===== config.mk =====
export PLATFORM = sky130hd
export DESIGN_NAME = tia_cpu_clock_sequencer
export DESIGN_NICKNAME = d
export VERILOG_FILES = /design/src/rtl/tia_timing_pkg.sv /design/src/rtl/tia_phase_counter.sv /design/src/rtl/tia_cpu_clock_sequencer.sv
export SDC_FILE = /design/constraint.sdc
export NUM_CORES = 1
export LEC_CHECK = 0
export BUFFER_PORTS_ARGS = -buffer_cell sky130_fd_sc_hd__buf_2
export CAP_MARGIN = 20
export CORE_MARGIN = 2
export CORE_UTILIZATION = 32
export CTS_CLUSTER_SIZE = 24
export DETAILED_ROUTE_END_ITERATION = 8
export PLACE_DENSITY_LB_ADDON = 0.3
export SETUP_SLACK_MARGIN = 0.2
export SLEW_MARGIN = 30
export SYNTH_ARGS = -nofsm -noshare
export SYNTH_HDL_FRONTEND = slang
export SYNTH_SLANG_ARGS = --single-unit

===== constraint.sdc =====
create_clock -name clk -period 4.9 [get_ports clk]
set_input_delay 1.47 -clock clk [delete_from_list [all_inputs] [get_ports clk]]
set_output_delay 1.47 -clock clk [all_outputs]
set_load 0.02 [all_outputs]

===== src/rtl/tia_timing_pkg.sv =====
// Shared TIA horizontal timing constants, CPU divider phases and the WSYNC halt-state encoding.
package tia_timing_pkg;

   localparam int unsigned LINE_CLOCKS_DEFAULT   = 228;
   localparam int unsigned HBLANK_CLOCKS_DEFAULT = 68;

   localparam logic [1:0] PHASE_0 = 2'd0;
   localparam logic [1:0] PHASE_1 = 2'd1;
   localparam logic [1:0] PHASE_2 = 2'd2;

   typedef enum logic {
      HALT_RUN  = 1'b0,
      HALT_WAIT = 1'b1
   } halt_state_e;

endpackage


===== src/rtl/tia_phase_counter.sv =====
// Divide-by-three of the colour clock giving the CPU phase and its phi0 enable.
module tia_phase_counter
   import tia_timing_pkg::*;
(
   input  logic       clk,
   input  logic       reset_n,
   input  logic       resync,
   output logic [1:0] phase,
   output logic       phi0_en,
   output logic       phi0_en_next
);

   logic [1:0] phase_q, phase_d;
   logic       phi0_en_q, phi0_en_d;

   // Resync restarts the sequence at phase 0, so phi0 returns two edges later.
   always_comb begin
      phase_d = PHASE_0;
      if (!resync) begin
         case (phase_q)
            PHASE_0: phase_d = PHASE_1;
            PHASE_1: phase_d = PHASE_2;
            default: phase_d = PHASE_0;
         endcase
      end
      phi0_en_d = (phase_d == PHASE_2);
   end

   always_ff @(posedge clk or negedge reset_n) begin
      if (!reset_n) begin
         phase_q   <= PHASE_0;
         phi0_en_q <= 1'b0;
      end else begin
         phase_q   <= phase_d;
         phi0_en_q <= phi0_en_d;
      end
   end

   assign phase        = phase_q;
   assign phi0_en      = phi0_en_q;
   assign phi0_en_next = phi0_en_d;

endmodule


===== src/rtl/tia_cpu_clock_sequencer.sv =====
// CPU phase, horizontal colour-clock position and WSYNC halt timing for the TIA.
module tia_cpu_clock_sequencer
   import tia_timing_pkg::*;
#(
   parameter int unsigned LINE_CLOCKS   = LINE_CLOCKS_DEFAULT,
   parameter int unsigned HBLANK_CLOCKS = HBLANK_CLOCKS_DEFAULT
) (
   input  logic       clk,
   input  logic       reset_n,
   input  logic       resync,
   input  logic       wsync,
   output logic       phi0_en,
   output logic [1:0] phase,
   output logic       cpu_en,
   output logic       rdy,
   output logic [7:0] hcount,
   output logic       line_start,
   output logic       hblank
);

   localparam logic [7:0] LAST_COUNT   = 8'(LINE_CLOCKS - 1);
   localparam logic [7:0] HBLANK_LIMIT = 8'(HBLANK_CLOCKS);

   logic        phi0_en_next;
   logic [7:0]  hcount_q, hcount_d;
   logic        line_start_q, line_start_d;
   logic        hblank_q, hblank_d;
   logic        cpu_en_q, cpu_en_d;
   logic        wrap;
   logic        wsync_accept;
   halt_state_e state_q, state_d;

   tia_phase_counter u_phase (
      .clk          (clk),
      .reset_n      (reset_n),
      .resync       (resync),
      .phase        (phase),
      .phi0_en      (phi0_en),
      .phi0_en_next (phi0_en_next)
   );

   assign wrap = (hcount_q == LAST_COUNT);

   // Flags are computed from the next count so they line up with hcount itself.
   always_comb begin
      hcount_d     = wrap ? 8'd0 : hcount_q + 8'd1;
      line_start_d = (hcount_d == 8'd0);
      hblank_d     = (hcount_d < HBLANK_LIMIT);
   end

   always_ff @(posedge clk or negedge reset_n) begin
      if (!reset_n) begin
         hcount_q     <= 8'd0;
         line_start_q <= 1'b1;
         hblank_q     <= 1'b1;
      end else begin
         hcount_q     <= hcount_d;
         line_start_q <= line_start_d;
         hblank_q     <= hblank_d;
      end
   end

   always_ff @(posedge clk or negedge reset_n) begin
      if (!reset_n) begin
         state_q <= HALT_RUN;
      end else begin
         state_q <= state_d;
      end
   end

   // A WSYNC landing on the wrap cycle would be released on the same edge, so it is dropped.
   assign wsync_accept = wsync & phi0_en & ~wrap;

   always_comb begin
      state_d = state_q;
      case (state_q)
         HALT_RUN:  if (wsync_accept) state_d = HALT_WAIT;
         HALT_WAIT: if (wrap)         state_d = HALT_RUN;
         default:                     state_d = HALT_RUN;
      endcase
   end

   always_comb begin
      rdy      = (state_q == HALT_RUN);
      cpu_en_d = phi0_en_next & (state_d == HALT_RUN);
   end

   always_ff @(posedge clk or negedge reset_n) begin
      if (!reset_n) begin
         cpu_en_q <= 1'b0;
      end else begin
         cpu_en_q <= cpu_en_d;
      end
   end

   assign cpu_en     = cpu_en_q;
   assign hcount     = hcount_q;
   assign line_start = line_start_q;
   assign hblank     = hblank_q;

endmodule


* After elaboration in Yosys (flattened, before gate mapping) *
Index checks and enable logic that the tools add are counted.

storage, ports and cells
  register bits after elaboration = 15
  bits in latches = 0
  memory bits (writable) = 0
  memory bits (read-only) = 0
  output and inout port bits = 15
  word-level logic and storage cells = 26
  memories = 0

operators by class
  add/sub/neg operators = 1
  multiply operators = 0
  divide/modulo/power cells = 0
  $lt $le $gt $ge = 1
  eq/ne operators = 3
  shifts and indexed selects = 0
  mux-type cells = 6
  bitwise gates (word level) = 6
  reductions and logical operators = 2

operators with widths
  operator             number
  $add 8x1->8 const B  1
  $eq 8x8->1 const B   1
  $logic_not 8->1      1
  $lt 8x7->1 const B   1
  $mux 8               1
  $pmux 2 s2           1
  $and 1x1->1          3
  $not 1->1            3
  $eq 2x1->1 const B   1
  $eq 2x2->1 const B   1
  $logic_not 2->1      1
  $mux 1               2
  $mux 2               1
  $pmux 1 s2           1

* Longest topological paths before layout *
Gate-level depths: netlist of run 1.

  depth in word-level cells = 7
  gate-level depth with buffers = 5

* Modules after synthesis *
From an unflattened synthesis of run 1, not the netlist that was laid out.

second synthesis, totals
  cells, all modules = 66
  area, all modules = 723.2 um2

by module, submodules not included
  module                   times used  cells an instance  area each (um2)  sequential area each (um2)
  tia_cpu_clock_sequencer  1           60                 628.1            302.8
  tia_phase_counter        1           6                  95.1             75.1

* Worst setup path before layout of run 1 *
OpenSTA, ideal clock, no wires.

  path type = register -> output
  start point = register hblank_q, in the netlist hblank
  end point = output hblank
  data arrival time = 554 ps
  required time = 3430 ps
  slack = 2876 ps
  cell stages (with the launch flop) = 1
  cell sequence = dfstp_2

RTL lines
  item                      line                           text
  start: declaration        tia_cpu_clock_sequencer.sv:27  logic hblank_q, hblank_d;
  start signal: assignment  tia_cpu_clock_sequencer.sv:59  hblank_q <= hblank_d;
  end: declaration          tia_cpu_clock_sequencer.sv:18  output logic hblank

No word-level cell between the ends.

* Final worst setup path of run 1 *
  start point = register hcount_q[3], in the netlist hcount[3]
  end point = output hcount[3]

RTL lines
  item                      line                           text
  start: declaration        tia_cpu_clock_sequencer.sv:25  logic [7:0] hcount_q, hcount_d;
  start signal: assignment  tia_cpu_clock_sequencer.sv:57  hcount_q <= hcount_d;
  end: declaration          tia_cpu_clock_sequencer.sv:16  output logic [7:0] hcount,

No word-level cell between the ends.

==> results of run 1 <==
## metrics by stage
stage	utilization (%)	power, uW	std cells
floorplan	-	135.5	67
global placement	37.80	142.2	109
detailed placement	37.80	142.3	109
CTS	39.08	212.9	113
global route	39.08	222.0	113
finish	39.08	207.2	113
## worst paths after layout
| check | startpoint | end |
|---|---|---|
| max | hcount[3] | hcount[3] |
| min | u_phase.phase[0] | u_phase.phase[0] |
| max reg2reg | hcount[0] | line_start |
| min reg2reg | u_phase.phase[0] | u_phase.phase[0] |
| max in group asynchronous | reset_n | line_start |
| min in group asynchronous | reset_n | hcount[7] |
## registers in the layout (all words and copies together) (netlist names)
name,cells
u_phase.phase,2
state_q,1
hcount,8
line_start,1
hblank,1
u_phase.phi0_en,1
cpu_en,1
## where the power goes
part	internal [uW]	switching, uW
Sequential	126	1.72
Combinational	3.89	7.61
Clock	30.2	37.5
## cell type report
| cell class | instances | area, um2 |
|---|---|---|
| Timing Repair Buffer | 18 | 90.09 |
| Sequential cell | 15 | 377.9 |
| Tap cell | 28 | 35.03 |
| Fill cell | 226 | 1309 |
| Clock inverter | 1 | 5.005 |
| Multi-Input combinational cell | 45 | 297.8 |
| Clock buffer | 3 | 22.52 |
| Inverter | 3 | 11.26 |
## metal layers
metal	vias to the layer above	GRT usage [%]	part of all wire (%)
li1	274	-	-
met1	261	16.33	49
met2	13	16.45	45
met3	0	3.509	5.8
met4	0	2.632	0
met5	-	0	0
## cells in the final DEF, fill, tap and decap left out, types with 2 or more instances in the layout
master and n:
inv_1 3, nand3_1 4, clkbuf_4 3, xnor2_1 4
dfrtp_1 13, dfstp_2 2, nor2_1 6, buf_2 18
nand2_1 6, nor3b_1 2, nand4_1 2, a21oi_1 4
## kinds of logic (layout without fill, tap and decap cells)
family | Yosys count | in the layout | share of synthesized area (%)
and+or+nand+nor | 30 | 30 | 24.56
xor gates and xnor gates | 4 | 4 | 4.912
adders and majority gates | 1 | 1 | 1.754
buffers and inverters | 7 | 25 | 5.262
DFF | 15 | 15 | 52.98
AOI/OAI and AO/OA | 10 | 10 | 10.53
==> metrics.md, run 1 <==
| Metric | Value |
|---|---|
| Wire per inst | 11.14 um |
| Area of all placed cells without fillers | 839.6 um2 |
| Aggregate negative setup slack | 0 ns |
| Final layout net count | 91 |
| Leading register cell type out of synthesis | dfrtp_1 |
| Buffer type at the clock tree root | clkbuf_4 |
| Clock latency of the later-clocked register in the worst-skew pair | 0.28 ns |
| Number of synthesized register bits | 15 |
| Initial antenna violation count | 0 |
| Slowest cell on the critical path | dfrtp_1 |
| Internal reg-to-reg setup slack | 2.96 ns |
| Final worst path period share | between 50% and 60% |
| Standard-cell rows | 17 |
| Arrival time worst endpoint | 1.06 ns |
| Average vias per placed instance | 4.850 |
| Portion of the post-synthesis area used by sequential elements | 52.98% |
| Post-synthesis cell count | 67 |
| Hold Violations, Final | 0 |
| CTS Sinks | 15 |
| Highest cell delay on the worst timing path | approximately 0.55 ns |
| Time the final worst path needs with I/O delays and setup | 2.528 ns |
| Pin count of the biggest net entering global routing | 16 |
| Worst min-delay path category | register to register |
| Number of H-tree branching levels | 1 |
| Post-synth top area cell | dfrtp_1 |
| Worst slew margin | 71.87% |
| Total number of vias | 548 |
| Async set-or-reset flop fraction in the synthesized netlist | between 90% and 100% |
| WHS Path Cells | 1 |
| Total standard cell area after synthesis | 713.2 um2 |
| Relative area change from synthesis to final layout | 17.72% |
| CTS max path bufs | 2 |
| TritonCTS clock tree | done |
| Setup repair after global routing missed its margin | no |
| Antenna Nets Post-Route | 0 |
| Global-route wire length before repair | 2.249 mm |
| Worst setup EP type | output port |
| Distinct cell type count after synthesis | 29 |
| Initial cell density of the core | 33.20% |
| Most common cell in the synthesized netlist | dfrtp_1 |
| Total global routing track utilization | 11.28% |
| Die Outline Area | 2622 um2 |
| Top cell type's share of synthesized area | 45.61% |
| Post-Synthesis Net Count | 72 |
| Floorplan Core Area | 2148 um2 |
| Remaining routing DRC violations | 0 |
| Fraction of layout instances using a drive strength above 1 | 36.47% |
| Outcome | complete, no violations |
| CP Max Fanout | 12 |
| Final GP Congestion | 0.7087 |
| Number of antenna repair diodes | 0 |
| Drt pass-1 iters | 4 |
| Die X | 51.21 um |
| Critical Path RT | between 3 and 4 ns |
| Top cell types by occurrence after synthesis | dfrtp_1, nand2_1, nor2_1 |
| Number of warnings issued by yosys | 0 |
| # IOs | 19 |
| Power density cells | between 200 and 250 nW/um2 |
| Crit path setup slack, layout | around 2.4 ns |
| Post-CTS resize count | 0 |
| Worst r2r path cells | 5 |
| Slew at the pin closest to its max-slew limit | roughly 0.42 ns |
| Number of DRC markers in iteration 0 | 9 |
| Worst slack at placement | 2.678 ns |
| Floorplan die height | 51.21 um |
| Maximum clock frequency | 0.3956 GHz |
| Worst Path Class, Setup | register to output port |
| Post-CTS Hold Buffers | 0 |
| Number of buffer cells added on primary ports | 18 |
| Final setup violation count | 0 |
| Standby leakage power | 0.0003636 uW |
| Sum of net half-perimeters after detailed placement | 927.2 um |
| Category of the worst setup path launch point | register |
| Cell breakdown of the critical path | buf_2 |
| Average footprint of a synthesized cell | 10.64 um2 |
| Max Clock Skew | 0.007775 ns |
| Largest vdd supply drop | 138.9 uV |
| Drt total wl | 1.259 mm |
| Clock transition at the registers of the reported paths | about 0.09 ns |
| Most area-consuming cells after synthesis | dfrtp_1, dfstp_2, xnor2_1, nand2_1, nor2_1 |
| Final-report max-slew violation count | 0 |
| Number of buffers inserted to repair setup after CTS | 0 |
| Total global routing overflow | 0 |
| Logic depth of the worst path, buffers included | 1 |
| CP bufs+invs | 1 |
| Vias in the first global route | 474 |
| Placed instance area | ~810 um2 |
| Worst hold margin | 0.4789 ns |
| CP top delay family | flip-flops |
| Number of synthesized flops with an enable pin | 0 |
| Count of maximum capacitance violations | 0 |
| TritonCTS Buffers | 3 |
Note: power is estimated with default switching activity, not from simulation.
==> run 2: changes to the inputs <==
==> constraint.sdc (replaced) <==
create_clock -name clk -period 2.25 [get_ports clk]
set_input_delay 0.675 -clock clk [delete_from_list [all_inputs] [get_ports clk]]
set_output_delay 0.675 -clock clk [all_outputs]
set_load 0.02 [all_outputs]
==> metrics.md, run 2 (synthesis results as in run 1) <==
| Metric | Value |
|---|---|
| Relative area change from synthesis to final layout | 18.07% (was 17.72%) |
| Buffer type at the clock tree root | clkbuf_4 (unchanged) |
| Internal reg-to-reg setup slack | 0.38 ns (was 2.96 ns) |
| Worst slew margin | 71.45% (was 71.87%) |
| Clock latency of the later-clocked register in the worst-skew pair | 0.28 ns (about the same) |
| Number of buffer cells added on primary ports | 18 (unchanged) |
| Floorplan die height | 51.21 um (unchanged) |
| Crit path setup slack, layout | 0.3841 ns (was 2.372 ns) |
| Post-route core utilization | 39.20% (was 39.08%) |
| Setup repair after global routing missed its margin | no (unchanged) |
| Die X | 51.21 um (unchanged) |
| CTS Sinks | 15 (unchanged) |
| Hold Violations, Final | 0 (unchanged) |
| Number of H-tree branching levels | 1 (unchanged) |
| Category of the worst setup path launch point | register (unchanged) |
| Drt total wl | 1.372 mm (was 1.259 mm) |
| Standby leakage power | 0.0003624 uW (was 0.0003636 uW) |
| Aggregate negative setup slack | 0 ns (unchanged) |
| Number of fill cells | 225 (was 226) |
| Vias in the first global route | 513 (was 474) |
| Most frequent cells in the layout | buf_2, dfrtp_1, nand2_1, nor2_1 (unchanged) |
| CP Max Fanout | 7 (was 12) |
| Worst reg2reg path endpoint | line_start (unchanged) |
| Final Power | 457.0 uW (was 207.2 uW) |
| Count of maximum capacitance violations | 0 (unchanged) |
| Number of flip-flops in the largest register | 8 (unchanged) |
| TritonCTS Buffers | 3 (unchanged) |
| Wire per inst | 12.14 um (was 11.14 um) |
| CTS max path bufs | 2 (unchanged) |
| Final GP Congestion | 0.7994 (was 0.7087) |
| Worst r2r path cells | 5 (unchanged) |
| Initial antenna violation count | 0 (unchanged) |
| Total global routing overflow | 0 (unchanged) |
| Pin count of the biggest net entering global routing | 16 (unchanged) |
| Worst setup EP type | register (was output port) |
| Worst min-delay path category | primary input to async pin (was register to register) |
| Antenna Nets Post-Route | 0 (unchanged) |
| Total placed cells including tap cells | 109 (unchanged) |
| Post-CTS resize count | 0 (unchanged) |
| Final layout net count | 91 (unchanged) |
| Max Clock Skew | 0.005400 ns (was 0.007775 ns) |
| Outcome | complete, no violations (unchanged) |
| Clock transition at the registers of the reported paths | 0.09 ns (about the same) |
| CP top delay family | simple AND/OR/NAND/NOR gates (was flip-flops) |
| Standard-cell rows | 17 (unchanged) |
| CP bufs+invs | 0 (was 1) |
| Arrival time worst endpoint | 2.06 ns (was 1.06 ns) |
| Final-report max-slew violation count | 0 (unchanged) |
| Highest cell delay on the worst timing path | 0.50 ns (was 0.55 ns) |
| Critical Path RT | 2.44 ns (was 3.43 ns) |
| Die Outline Area | 2622 um2 (unchanged) |
| Worst Path Class, Setup | register to register (was register to output port) |
| Commonest non-fill, non-tap cell in the layout | buf_2 (unchanged) |
| Floorplan Core Area | 2148 um2 (unchanged) |
| Sum of net half-perimeters after detailed placement | 996.3 um (was 927.2 um) |
| Cell breakdown of the critical path | ha_2, or4b_4, nor2_2, o32ai_1, nor4_2 (was buf_2) |
| Launching point of the worst reg2reg path | hcount[0] (unchanged) |
| Total global routing track utilization | 12.06% (was 11.28%) |
| Time the final worst path needs with I/O delays and setup | 1.866 ns |
| Slew at the pin closest to its max-slew limit | 0.4270 ns (was 0.4206 ns) |
| Remaining routing DRC violations | 0 (unchanged) |
| TritonCTS clock tree | done (unchanged) |
| Number of standard cells in the final layout excluding fillers | 113 (unchanged) |
| Fraction of layout instances using a drive strength above 1 | 37.65% (was 36.47%) |
| Post-CTS Hold Buffers | 0 (unchanged) |
| Worst slack at placement | 0.3727 ns (was 2.678 ns) |
| Final worst path period share | 82.93% |
| Global-route wire length before repair | 2.304 mm (was 2.249 mm) |
| Slowest cell on the critical path | or4b_4 (was dfrtp_1) |
| Number of buffers inserted to repair setup after CTS | 0 (unchanged) |
| Number of antenna repair diodes | 0 (unchanged) |
| Drt pass-1 iters | 4 (unchanged) |
| Largest vdd supply drop | 302.5 uV (was 138.9 uV) |
| Maximum clock frequency | 0.5359 GHz |
| # IOs | 19 (unchanged) |
| Total number of vias | 543 (was 548) |
| Final setup violation count | 0 (unchanged) |
| Power density cells | 542.8 nW/um2 (was 246.8 nW/um2) |
| Average vias per placed instance | 4.805 (was 4.850) |
| Number of DRC markers in iteration 0 | 11 (was 9) |
| Initial cell density of the core | 33.20% (unchanged) |
[run 2: worst max-delay path by stage]
stage / startpoint / end / slack, ns / cells past startpoint
2_1_floorplan: hcount[0] / line_start / 0.38 / 5
3_3_place_gp: hcount[0] / hblank / 0.43 / 5
3_5_place_dp: hcount[0] / line_start / 0.37 / 5
4_1_cts: hcount[0] / line_start / 0.33 / 5
5_1_grt: hcount[0] / hblank / 0.24 / 5
6_report: hcount[0] / line_start / 0.38 / 5
[run 2: final cells by class]
cell class	instances	area, um2	share of cell area [%]
sequential	15	377.9	44.87
multi-input combinational	45	300.3	35.66
timing repair buffer	18	90.09	10.70
tap	28	35.03	4.160
clock buffer	3	22.52	2.675
inverter	3	11.26	1.337
clock inverter	1	5.005	0.5944
[run 2: routing by layer]
metal  wire length (um)  vias to the layer above  global-route usage [%]  part of all wire (%)
met2                645                       17                   18.61                    47
li1                   -                      273                       -                     -
met3                 75                        0                   3.509                   5.5
met1                651                      253                   16.26                    47
met4                  0                        0                   3.947                     0
met5                  0                        -                       0                     0
[run 2: power breakdown]
| part | switching [uW] | leakage (uW) | internal, uW |
|---|---|---|---|
| registers | 3.82 | 0.000181 | 275 |
| clock network | 87.1 | 0.0000177 | 65.9 |
| logic | 16.8 | 0.000164 | 8.48 |
[run 2: through the flow]
| stage | hold slack (ns) | instance area [um2] |
|---|---|---|
| after floorplan | 0.3794 | 713.2 |
| after global placement | 0.4529 | 812.0 |
| after detailed placement | 0.4623 | 812.0 |
| after CTS | 0.2882 | 839.6 |
| after global routing | 0.2837 | 842.1 |
| final | 0.2782 | 842.1 |
